--- src/rtl/prog_loader_pkg.sv ---
// ============================================================================
// Module  : prog_loader_pkg
// Brief   : Shared constants for the byte-stream memory-image loader.
// Revision: 1.0 - initial release
// ============================================================================
`default_nettype none

package prog_loader_pkg;

  // Frame FSM encoding
  localparam logic [2:0] S_IDLE    = 3'd0;
  localparam logic [2:0] S_ADDR_HI = 3'd1;
  localparam logic [2:0] S_ADDR_LO = 3'd2;
  localparam logic [2:0] S_CNT_HI  = 3'd3;
  localparam logic [2:0] S_CNT_LO  = 3'd4;
  localparam logic [2:0] S_DATA    = 3'd5;
  localparam logic [2:0] S_WRITE   = 3'd6;
  localparam logic [2:0] S_RUN     = 3'd7;

  localparam logic [7:0] HDR_IM_DEF = 8'hA5;
  localparam logic [7:0] HDR_DM_DEF = 8'h5A;
  localparam logic [7:0] HDR_GO_DEF = 8'hC3;

  // Width of a byte-within-word counter; never narrower than one bit.
  function automatic int bcnt_w(input int data_w);
    return (data_w / 8 > 1) ? $clog2(data_w / 8) : 1;
  endfunction

endpackage

`default_nettype wire

--- src/rtl/prog_loader_word_assembler.sv ---
// ============================================================================
// Module  : prog_loader_word_assembler
// Brief   : Big-endian byte-to-word shift register with end-of-word flag.
// Revision: 1.0 - initial release
// ============================================================================
`default_nettype none

module prog_loader_word_assembler
  import prog_loader_pkg::*;
#(
  parameter int DATA_W = 32
) (
  input  logic              clk,
  input  logic              rst,
  input  logic [7:0]        byte_i,
  input  logic              byte_valid_i,
  output logic [DATA_W-1:0] word_o,
  output logic              word_done_o
);

  localparam int                 BPW    = DATA_W / 8;
  localparam int                 BCNT_W = bcnt_w(DATA_W);
  localparam logic [BCNT_W-1:0]  LAST   = BCNT_W'(BPW - 1);

  logic [BCNT_W-1:0] cnt_q, cnt_d;
  logic [DATA_W-1:0] word_q, word_d;
  logic [DATA_W-1:0] shifted;

  generate
    if (DATA_W > 8) begin : g_shift
      assign shifted = {word_q[DATA_W-9:0], byte_i};
    end else begin : g_byte
      assign shifted = byte_i;
    end
  endgenerate

  always_comb begin
    word_d = word_q;
    cnt_d  = cnt_q;
    if (byte_valid_i) begin
      word_d = shifted;
      cnt_d  = (cnt_q == LAST) ? '0 : cnt_q + 1'b1;
    end
  end

  always_ff @(posedge clk) begin
    if (!rst) begin
      word_q <= '0;
      cnt_q  <= '0;
    end else begin
      word_q <= word_d;
      cnt_q  <= cnt_d;
    end
  end

  assign word_o      = word_q;
  assign word_done_o = byte_valid_i && (cnt_q == LAST);

endmodule

`default_nettype wire

--- src/rtl/prog_loader.sv ---
// ============================================================================
// Module  : prog_loader
// Brief   : Loads framed IM/DM images from a byte stream, then releases CPU.
// Revision: 1.0 - initial release
// ============================================================================
`default_nettype none

module prog_loader
  import prog_loader_pkg::*;
#(
  parameter int         ADDR_W = 12,
  parameter int         DATA_W = 32,
  parameter logic [7:0] HDR_IM = HDR_IM_DEF,
  parameter logic [7:0] HDR_DM = HDR_DM_DEF,
  parameter logic [7:0] HDR_GO = HDR_GO_DEF
) (
  input  logic              clk,
  input  logic              rst,
  input  logic [7:0]        in_data,
  input  logic              in_valid,
  output logic              in_ready,
  output logic              im_w_en,
  output logic              dm_w_en,
  output logic [ADDR_W-1:0] w_addr,
  output logic [DATA_W-1:0] w_data,
  output logic              cpu_rst,
  output logic              loading,
  output logic              err
);

  logic [2:0]        state_q, state_d;
  logic              tgt_dm_q, tgt_dm_d;
  logic [7:0]        hi_q, hi_d;
  logic [ADDR_W-1:0] addr_q, addr_d;
  logic [15:0]       cnt_q, cnt_d;
  logic              err_q, err_d;
  logic              xfer;
  logic              word_done;

  assign in_ready = (state_q != S_WRITE) && (state_q != S_RUN);
  assign xfer     = in_valid && in_ready;

  prog_loader_word_assembler #(
    .DATA_W (DATA_W)
  ) u_asm (
    .clk          (clk),
    .rst          (rst),
    .byte_i       (in_data),
    .byte_valid_i (xfer && (state_q == S_DATA)),
    .word_o       (w_data),
    .word_done_o  (word_done)
  );

  always_comb begin
    state_d  = state_q;
    tgt_dm_d = tgt_dm_q;
    hi_d     = hi_q;
    addr_d   = addr_q;
    cnt_d    = cnt_q;
    err_d    = err_q;
    case (state_q)
      S_IDLE: if (xfer) begin
        if (in_data == HDR_IM) begin
          tgt_dm_d = 1'b0;
          state_d  = S_ADDR_HI;
        end else if (in_data == HDR_DM) begin
          tgt_dm_d = 1'b1;
          state_d  = S_ADDR_HI;
        end else if (in_data == HDR_GO) begin
          state_d  = S_RUN;
        end else begin
          err_d    = 1'b1;
        end
      end
      S_ADDR_HI: if (xfer) begin
        hi_d    = in_data;
        state_d = S_ADDR_LO;
      end
      // Only the low ADDR_W bits of the 16-bit address field are kept.
      S_ADDR_LO: if (xfer) begin
        addr_d  = ADDR_W'({hi_q, in_data});
        state_d = S_CNT_HI;
      end
      S_CNT_HI: if (xfer) begin
        hi_d    = in_data;
        state_d = S_CNT_LO;
      end
      S_CNT_LO: if (xfer) begin
        cnt_d   = {hi_q, in_data};
        state_d = ({hi_q, in_data} == 16'd0) ? S_IDLE : S_DATA;
      end
      S_DATA: if (word_done) state_d = S_WRITE;
      S_WRITE: begin
        addr_d  = addr_q + 1'b1;
        cnt_d   = cnt_q - 16'd1;
        state_d = (cnt_q == 16'd1) ? S_IDLE : S_DATA;
      end
      S_RUN:   state_d = S_RUN;
      default: state_d = S_IDLE;
    endcase
  end

  always_ff @(posedge clk) begin
    if (!rst) begin
      state_q  <= S_IDLE;
      tgt_dm_q <= 1'b0;
      hi_q     <= 8'd0;
      addr_q   <= '0;
      cnt_q    <= 16'd0;
      err_q    <= 1'b0;
    end else begin
      state_q  <= state_d;
      tgt_dm_q <= tgt_dm_d;
      hi_q     <= hi_d;
      addr_q   <= addr_d;
      cnt_q    <= cnt_d;
      err_q    <= err_d;
    end
  end

  assign im_w_en = (state_q == S_WRITE) && !tgt_dm_q;
  assign dm_w_en = (state_q == S_WRITE) &&  tgt_dm_q;
  assign w_addr  = addr_q;
  assign cpu_rst = (state_q != S_RUN);
  assign loading = (state_q != S_RUN);
  assign err     = err_q;

endmodule

`default_nettype wire

--- config.mk ---
export PLATFORM = sky130hd
export DESIGN_NAME = prog_loader
export DESIGN_NICKNAME = d
export VERILOG_FILES = /design/src/rtl/prog_loader_pkg.sv /design/src/rtl/prog_loader_word_assembler.sv /design/src/rtl/prog_loader.sv
export SDC_FILE = /design/constraint.sdc
export NUM_CORES = 1
export LEC_CHECK = 0
export ABC_AREA = 1
export CORE_ASPECT_RATIO = 1.1
export CORE_MARGIN = 1
export CORE_UTILIZATION = 47
export CTS_CLUSTER_SIZE = 12
export DETAILED_ROUTE_END_ITERATION = 6
export DONT_BUFFER_PORTS = 1
export PLACE_DENSITY = 0.6
export SLEW_MARGIN = 10
export SYNTH_ARGS = -nofsm -noshare
export SYNTH_HDL_FRONTEND = slang
export SYNTH_SLANG_ARGS = --single-unit
--- constraint.sdc ---
create_clock -name clk -period 1.6 [get_ports clk]
set_clock_uncertainty 0.15 [all_clocks]
set_input_delay 0.16 -clock clk [delete_from_list [all_inputs] [get_ports clk]]
set_output_delay 0.16 -clock clk [all_outputs]
set_load 0.02 [all_outputs]
==> qor.yml, run 1 <==
first_pass_iters: 4
initial_utilization: 0.492
crit_path_top_delay_cell: "dfxtp_2"
crit_top_cell: "buf_6"
post-route-drc-count: 0
crit_cells: 8
dp.cells: 671
synth_fp_nets: 570
area_delta_synth_final_pct: 21.9
irDropWorstVdd_v: 0.000694
async_flop_share: 0
power.switching_mw: 2.51
core_mm2: 0.00760
p_sw_frac: 0.395
leakagePower_nw: 2.07
fin_crit_ns: 1.55
gp_congestion: 0.894
rrSetupSlack_ns: 0.05
cts_tree: "built"
rsz0062_at_grt: "true"
synth_ff_type: "dfxtp_1"
postCtsHoldBufs: 10
chipWidth_um: 87.1
grt_pass1_vias: 3674
max_cap_violations: 0
root_buffer: "clkbuf_8"
critPathKind: "register to register"
dp_hpwl_um: 6980
clock_path_buffers: 2
clock_latency_ns: 0.35
globalRouteTotalUtil: 0.264
ys_types: 37
cellPowerDensity_mw_per_mm2: 1390
grt-ovfl-total: 0
cp-end-kind: "register"
numCtsBuffers: 9
cts.clk_slew.worst_paths_ns: 0.10
combPwrFrac: 0.370
worst_ep_arrival_time_ns: 1.66
wire_per_inst_um: 14.9
initialDrtViolationCount: 220
pin_count: 61
cp_cell_sequence: "buf_6 -> clkinvlp_4 -> a21oi_4 -> buf_6 -> clkbuf_16 -> nand2_2 -> nand2_1 -> a21oi_1"
whs_path_depth: 2
max_stage_delay_ns: 0.37
fin_hold_ws_ns: -0.231
synth_edf_count: 0
reg2regPathDepth: 8
p_seq_frac: 0.388
antenna_cells: 0
outcome: "complete, but fails checks"
maxSlewHeadroom: 0.722
ant_nets: 0
antenna_found_initial: 0
drive_gt1_frac: 0.175
synth_common_cells: "116 x nor2_1, 105 x nand2_1, 75 x dfxtp_1"
die_area_mm2: 0.00832
critPathRequiredTime_ns: 1.71
drt-total-wl_um: 10500
yosysTopAreaCellShare: 0.401
fmax_mhz: 643
cts_sinks: 75
io_buffers: 0
yosys_warnings: 0
fin_crit_sh: 0.972
grt_max_degree: 59
num_rows: 33
grt_pass1_wl_um: 17000
clock_power_share: 0.242
ys_seq_area_frac: 0.401
violations: "hold timing"
setup_tns_ns: 0
hold_viol: 57
place_ws_ns: 0.0469
dieHeight_um: 95.6
htreeDepth: 3
p_int_mw: 3.85
finalNonFillerCells: 705
drv_slew: 0
critPathMaxFanout: 6
avgSynthCellArea_um2: 6.74
finalSetupViolCount: 0
start_kind: "register"
num_vias: 3742
worst_pin_slew_ns: 0.416
synth.most_common_cell: "nor2_1"
viasPerCell: 5.31
syn_inst: 555
finalNetCount: 610
fin_ws_ns: 0.0455
cp.buffers_inverters: 4
hold_path.class: "primary input to register"
netlist_area_mm2: 0.00374
synthTopCellsByArea: "dfxtp_1 40%, nor2_1 12%, nand2_1 11%"
cp_top_family: "buffers and inverters"
yosysTopAreaCell: "dfxtp_1"
ys_ff_latch: 75
[registers in the layout (all words and copies together), names as in the netlist]
register	cells
cnt_q	16
err	1
u_asm.word_o	32
hi_q	8
u_asm.cnt_q	2
w_addr	12
state_q	3
tgt_dm_q	1
[area by class of cell]
cell class	instances	area, um2
flip-flops and latches	75	1510
well taps	105	131
multi-input cells	411	2030
clock buffers	9	124
clock inverters	7	82.6
repair buffers	53	509
fillers	758	3040
inverters	45	183
[power by group through the flow]
stage               logic [mW]  clock network [mW]  registers (mW)
floorplan                 1.36                   0            2.54
global placement          2.00                   0            2.48
detailed placement        2.03                   0            2.49
CTS                       2.08                1.57            2.46
global route              2.63                1.66            2.50
finish                    2.35                1.54            2.47
[cell families (layout without fill, tap and decap cells)]
family	after synthesis	in the layout	share of synthesized area
xor+xnor	4	4	0.00937
simple gates	278	278	0.310
fa+ha+maj	4	4	0.0134
compound gates	125	125	0.181
buf+inv	69	114	0.0849
flops	75	75	0.401
[metrics by stage]
stage          power [mW]  cell area [um2]  utilization
3_5_place_dp         4.52             4020        0.529
6_report             6.36             4560        0.600
3_3_place_gp         4.49             4020        0.529
5_1_grt              6.80             4560        0.600
4_1_cts              6.11             4340        0.571
2_1_floorplan        3.91             3740            -
[timing repair]
| action | CTS | global route |
|---|---|---|
| pin swaps | 1 | 10 |
| cloned | 0 | 2 |
| resized for setup | 3 | 52 |
| setup endpoints to repair | 2 | 42 |
| endpoints found under the hold margin | 68 | 57 |
| setup buffers | 1 | 5 |
[cells in the final DEF, fill, tap and decap left out, types with 3 or more instances in the layout]
cell type      instances
dfxtp_2                4
inv_6                  3
inv_2                  7
nor2_2                11
dlygate4sd3_1          8
o22ai_1                4
a21oi_1               31
nor3_1                 4
ha_1                   3
buf_6                  7
inv_4                  4
o21ai_0               55
nand3b_1               3
nand2_2                3
dfxtp_1               71
nand2_1              102
nand3_1               35
inv_1                 32
buf_12                 3
o21ai_2                3
nor2_4                 3
clkinvlp_4             3
nor2_1               106
clkbuf_8               9
buf_4                 32
nand4_1                3
a31oi_1               13
o21ai_1               10
[layer usage]
layer	global-route usage	vias up	share of wire
met3	0.0632	21	0.063
met4	0.126	0	0.029
met2	0.448	111	0.47
met5	0	-	0
met1	0.313	1715	0.44
li1	-	1895	-
[path summary, 6_finish.rpt]
path / startpoint / to
max reg2reg: state_q[2] / w_addr[9]
max: state_q[2] / w_addr[9]
min: rst / w_addr[2]
min reg2reg: cnt_q[15] / cnt_q[15]
(Power assumes the default switching activity.)
==> inputs of run 2 (changes only) <==
- ABC_CLOCK_PERIOD_IN_PS: not set -> 1600
- REMOVE_ABC_BUFFERS: not set -> 1
==> run 2 against run 1 <==
  * The flow now finishes without violations
  * Clock-buffer cell count increased by 1
  * Wire length decreased by 2.4%
  * Design area decreased by 1.6%
  * Critical path depth decreased by 3
  * Die area unchanged
  * First-iteration DRC count decreased by 31%
  * Sequential power increased by 2%
  * Highest routed layer unchanged
  * Utilization decreased by 0.96 points
  * Clock power decreased by 3%
  * Cell count decreased by 0.57%
  * Register-to-register slack improved by 0.04 ns
==> qor.yml, run 2 (synthesis results as in run 1) <==
critPathRequiredTime_ns: 1.29  # was 1.71 ns
cts_sinks: 75  # unchanged
antenna_cells: 0  # unchanged
initial_utilization: 0.492  # unchanged
initialDrtViolationCount: 152  # was 220
cp.buffers_inverters: 3  # was 4
post-route-drc-count: 0  # unchanged
reg2regPathDepth: 6  # was 8
finalNetCount: 606  # was 610
grt_max_degree: 47  # was 59
critPathKind: "register to primary output"  # was register to register
place_ws_ns: -0.0430  # was 0.0469 ns
crit_top_cell: "buf_6"  # unchanged
area_delta_synth_final_pct: 20.0  # was 21.9%
num_rows: 33  # unchanged
globalRouteTotalUtil: 0.266  # was 0.264
chipWidth_um: 87.1  # unchanged
worstReg2RegStart: "state_q[2]"  # unchanged
clock_latency_ns: 0.36  # was 0.35 ns
maxSlewHeadroom: 0.782  # was 0.722
viasPerCell: 5.39  # was 5.31
start_kind: "register"  # unchanged
critPathMaxFanout: 4  # was 6
first_pass_iters: 5  # was 4
fin_crit_ns: 1.55  # about the same
worst_pin_slew_ns: 0.326  # was 0.416 ns
crit_cells: 5  # was 8
postPlaceCellArea_mm2: 0.00400  # was 0.00402 mm2
cp-end-kind: "primary output"  # was register
grt-ovfl-total: 0  # unchanged
drt-total-wl_um: 10200  # was 10500 um
wire_per_inst_um: 14.6  # was 14.9 um
rsz0062_at_grt: "true"  # unchanged
worst_ep_arrival_time_ns: 1.24  # was 1.66 ns
clock_path_buffers: 2  # unchanged
dp_hpwl_um: 6910  # was 6980 um
max_stage_delay_ns: 0.38  # was 0.37 ns
irDropWorstVdd_v: 0.000915  # was 0.000694 V
pin_count: 61  # unchanged
cellPowerDensity_mw_per_mm2: 1380  # was 1390 mW/mm2
antenna_found_initial: 0  # unchanged
gp_congestion: 0.910  # was 0.894
fin_crit_sh: 0.966  # was 0.972
root_buffer: "clkbuf_8"  # unchanged
cts.clk_slew.worst_paths_ns: 0.09  # was 0.10 ns
rrSetupSlack_ns: 0.09  # was 0.05 ns
largest_register_ffs: 32  # unchanged
fin_ws_ns: 0.0536  # was 0.0455 ns
drive_gt1_frac: 0.163  # was 0.175
layout_commonest_cell: "nor2_1"  # unchanged
crit_start: "state_q[0]"  # was state_q[2]
io_buffers: 0  # unchanged
fmax_mhz: 647  # was 643 MHz
cp_top_family: "flip-flops"  # was buffers and inverters
leakagePower_nw: 2.02  # was 2.07 nW
cts_tree: "built"  # unchanged
numCtsBuffers: 9  # unchanged
crit_end: "im_w_en"  # was w_addr[9]
num_vias: 3780  # was 3742
outcome: "finished clean"  # was complete, but fails checks
hold_viol: 0  # was 57
htreeDepth: 3  # unchanged
drv_slew: 0  # unchanged
grt_pass1_wl_um: 16800  # was 17000 um
dieHeight_um: 95.6  # unchanged
crit_path_top_delay_cell: "dfxtp_4"  # was dfxtp_2
finalSetupViolCount: 0  # unchanged
r2r-end: "w_addr[0]"  # was w_addr[9]
final_area_mm2: 0.00449  # was 0.00456 mm2
ant_nets: 0  # unchanged
cp_cell_sequence: "inv_4 -> nand3_4 -> buf_6 -> nor2_2 -> buf_6"  # was buf_6 -> clkinvlp_4 -> a21oi_4 -> buf_6 -> clkbuf_16 -> nand2_2 -> nand2_1 -> a21oi_1
die_area_mm2: 0.00832  # unchanged
mostFrequentLayoutCells: "105 x nor2_1, 104 x nand2_1, 69 x dfxtp_1"  # was 106 x nor2_1, 102 x nand2_1, 71 x dfxtp_1
max_cap_violations: 0  # unchanged
core_mm2: 0.00760  # unchanged
hold_path.class: "primary input to register"  # unchanged
grt_pass1_vias: 3558  # was 3674
fin_hold_ws_ns: 0.0219  # was -0.231 ns
==> run 2: cell count changes in the layout (fill, tap and decap cells not counted), sizes merged <==
cell | previous run | this run
buf | 42 | 37
dlygate4sd3 | 8 | 12
dlymetal6s4s | 2 | 0
clkinv | 1 | 2
clkinvlp | 3 | 2
inv | 47 | 46
==> run 2: worst min path at each step <==
stage | startpoint | endpoint | slack (ns) | cells past startpoint
after CTS | in_valid | cnt_q[8] | 0.0009 | 3
after global placement | rst | state_q[0] | 0.15 | 2
after global routing | in_valid | state_q[2] | 0.07 | 5
after floorplan | rst | cnt_q[1] | 0.13 | 1
after detailed placement | rst | state_q[0] | 0.15 | 2
final | in_valid | state_q[2] | 0.02 | 5
==> run 2: layout make-up <==
class	count	area, um2
Tap cell	105	131
Clock buffer	10	128
Clock inverter	6	72.6
Timing Repair Buffer	49	459
Sequential cell	75	1520
Fill cell	765	3110
Inverter	45	183
Multi-Input combinational cell	411	2000
==> run 2: repair_timing <==
| action | CTS | global route |
|---|---|---|
| hold buffers | 13 | 1 |
| pin swaps | 0 | 3 |
| endpoints found under the hold margin | 68 | 1 |
| gates resized for setup | 7 | 36 |
| buffers inserted | 0 | 2 |
| setup endpoints to repair | 8 | 51 |
==> run 2: per-stage QoR <==
| step | std cells | power, mW | setup TNS (ns) | util |
|---|---|---|---|---|
| 2_1_floorplan | 531 | 3.83 | -3.82 | - |
| 3_3_place_gp | 669 | 4.48 | 0 | 0.526 |
| 3_5_place_dp | 669 | 4.52 | -0.0430 | 0.526 |
| 4_1_cts | 698 | 6.09 | 0 | 0.574 |
| 5_1_grt | 701 | 6.64 | -0.0904 | 0.591 |
| 6_report | 701 | 6.21 | 0 | 0.591 |
==> run 2: layer usage <==
layer  track usage  vias to the layer above  wire length, um
met2         0.442                      127             4740
li1              -                     1893                -
met5             0                        -                0
met3        0.0693                       38              570
met1         0.306                     1722             4460
met4         0.163                        0              457
==> run 2: worst reg2reg max path, cell delays in order, from the launching register on <==
cell	delay [ns]
dfxtp_4	0.41
inv_1	0.13
a21oi_2	0.21
buf_12	0.18
o21ai_0	0.10
o221ai_1	0.16
inv_1	0.06
==> run 2: power breakdown <==
group	switching (mW)	internal, mW	leakage, nW	total, mW
sequential	0.374	2.15	0.611	2.53
clock	0.759	0.737	0.0975	1.50
combinational	1.32	0.867	1.31	2.19
total	2.45	3.76	2.02	6.21
==> inputs of run 3 (changes only) <==
- RECOVER_POWER: not set -> 100
==> results of run 3 <==
Final layout, timing and power as in run 2 (identical DEF).
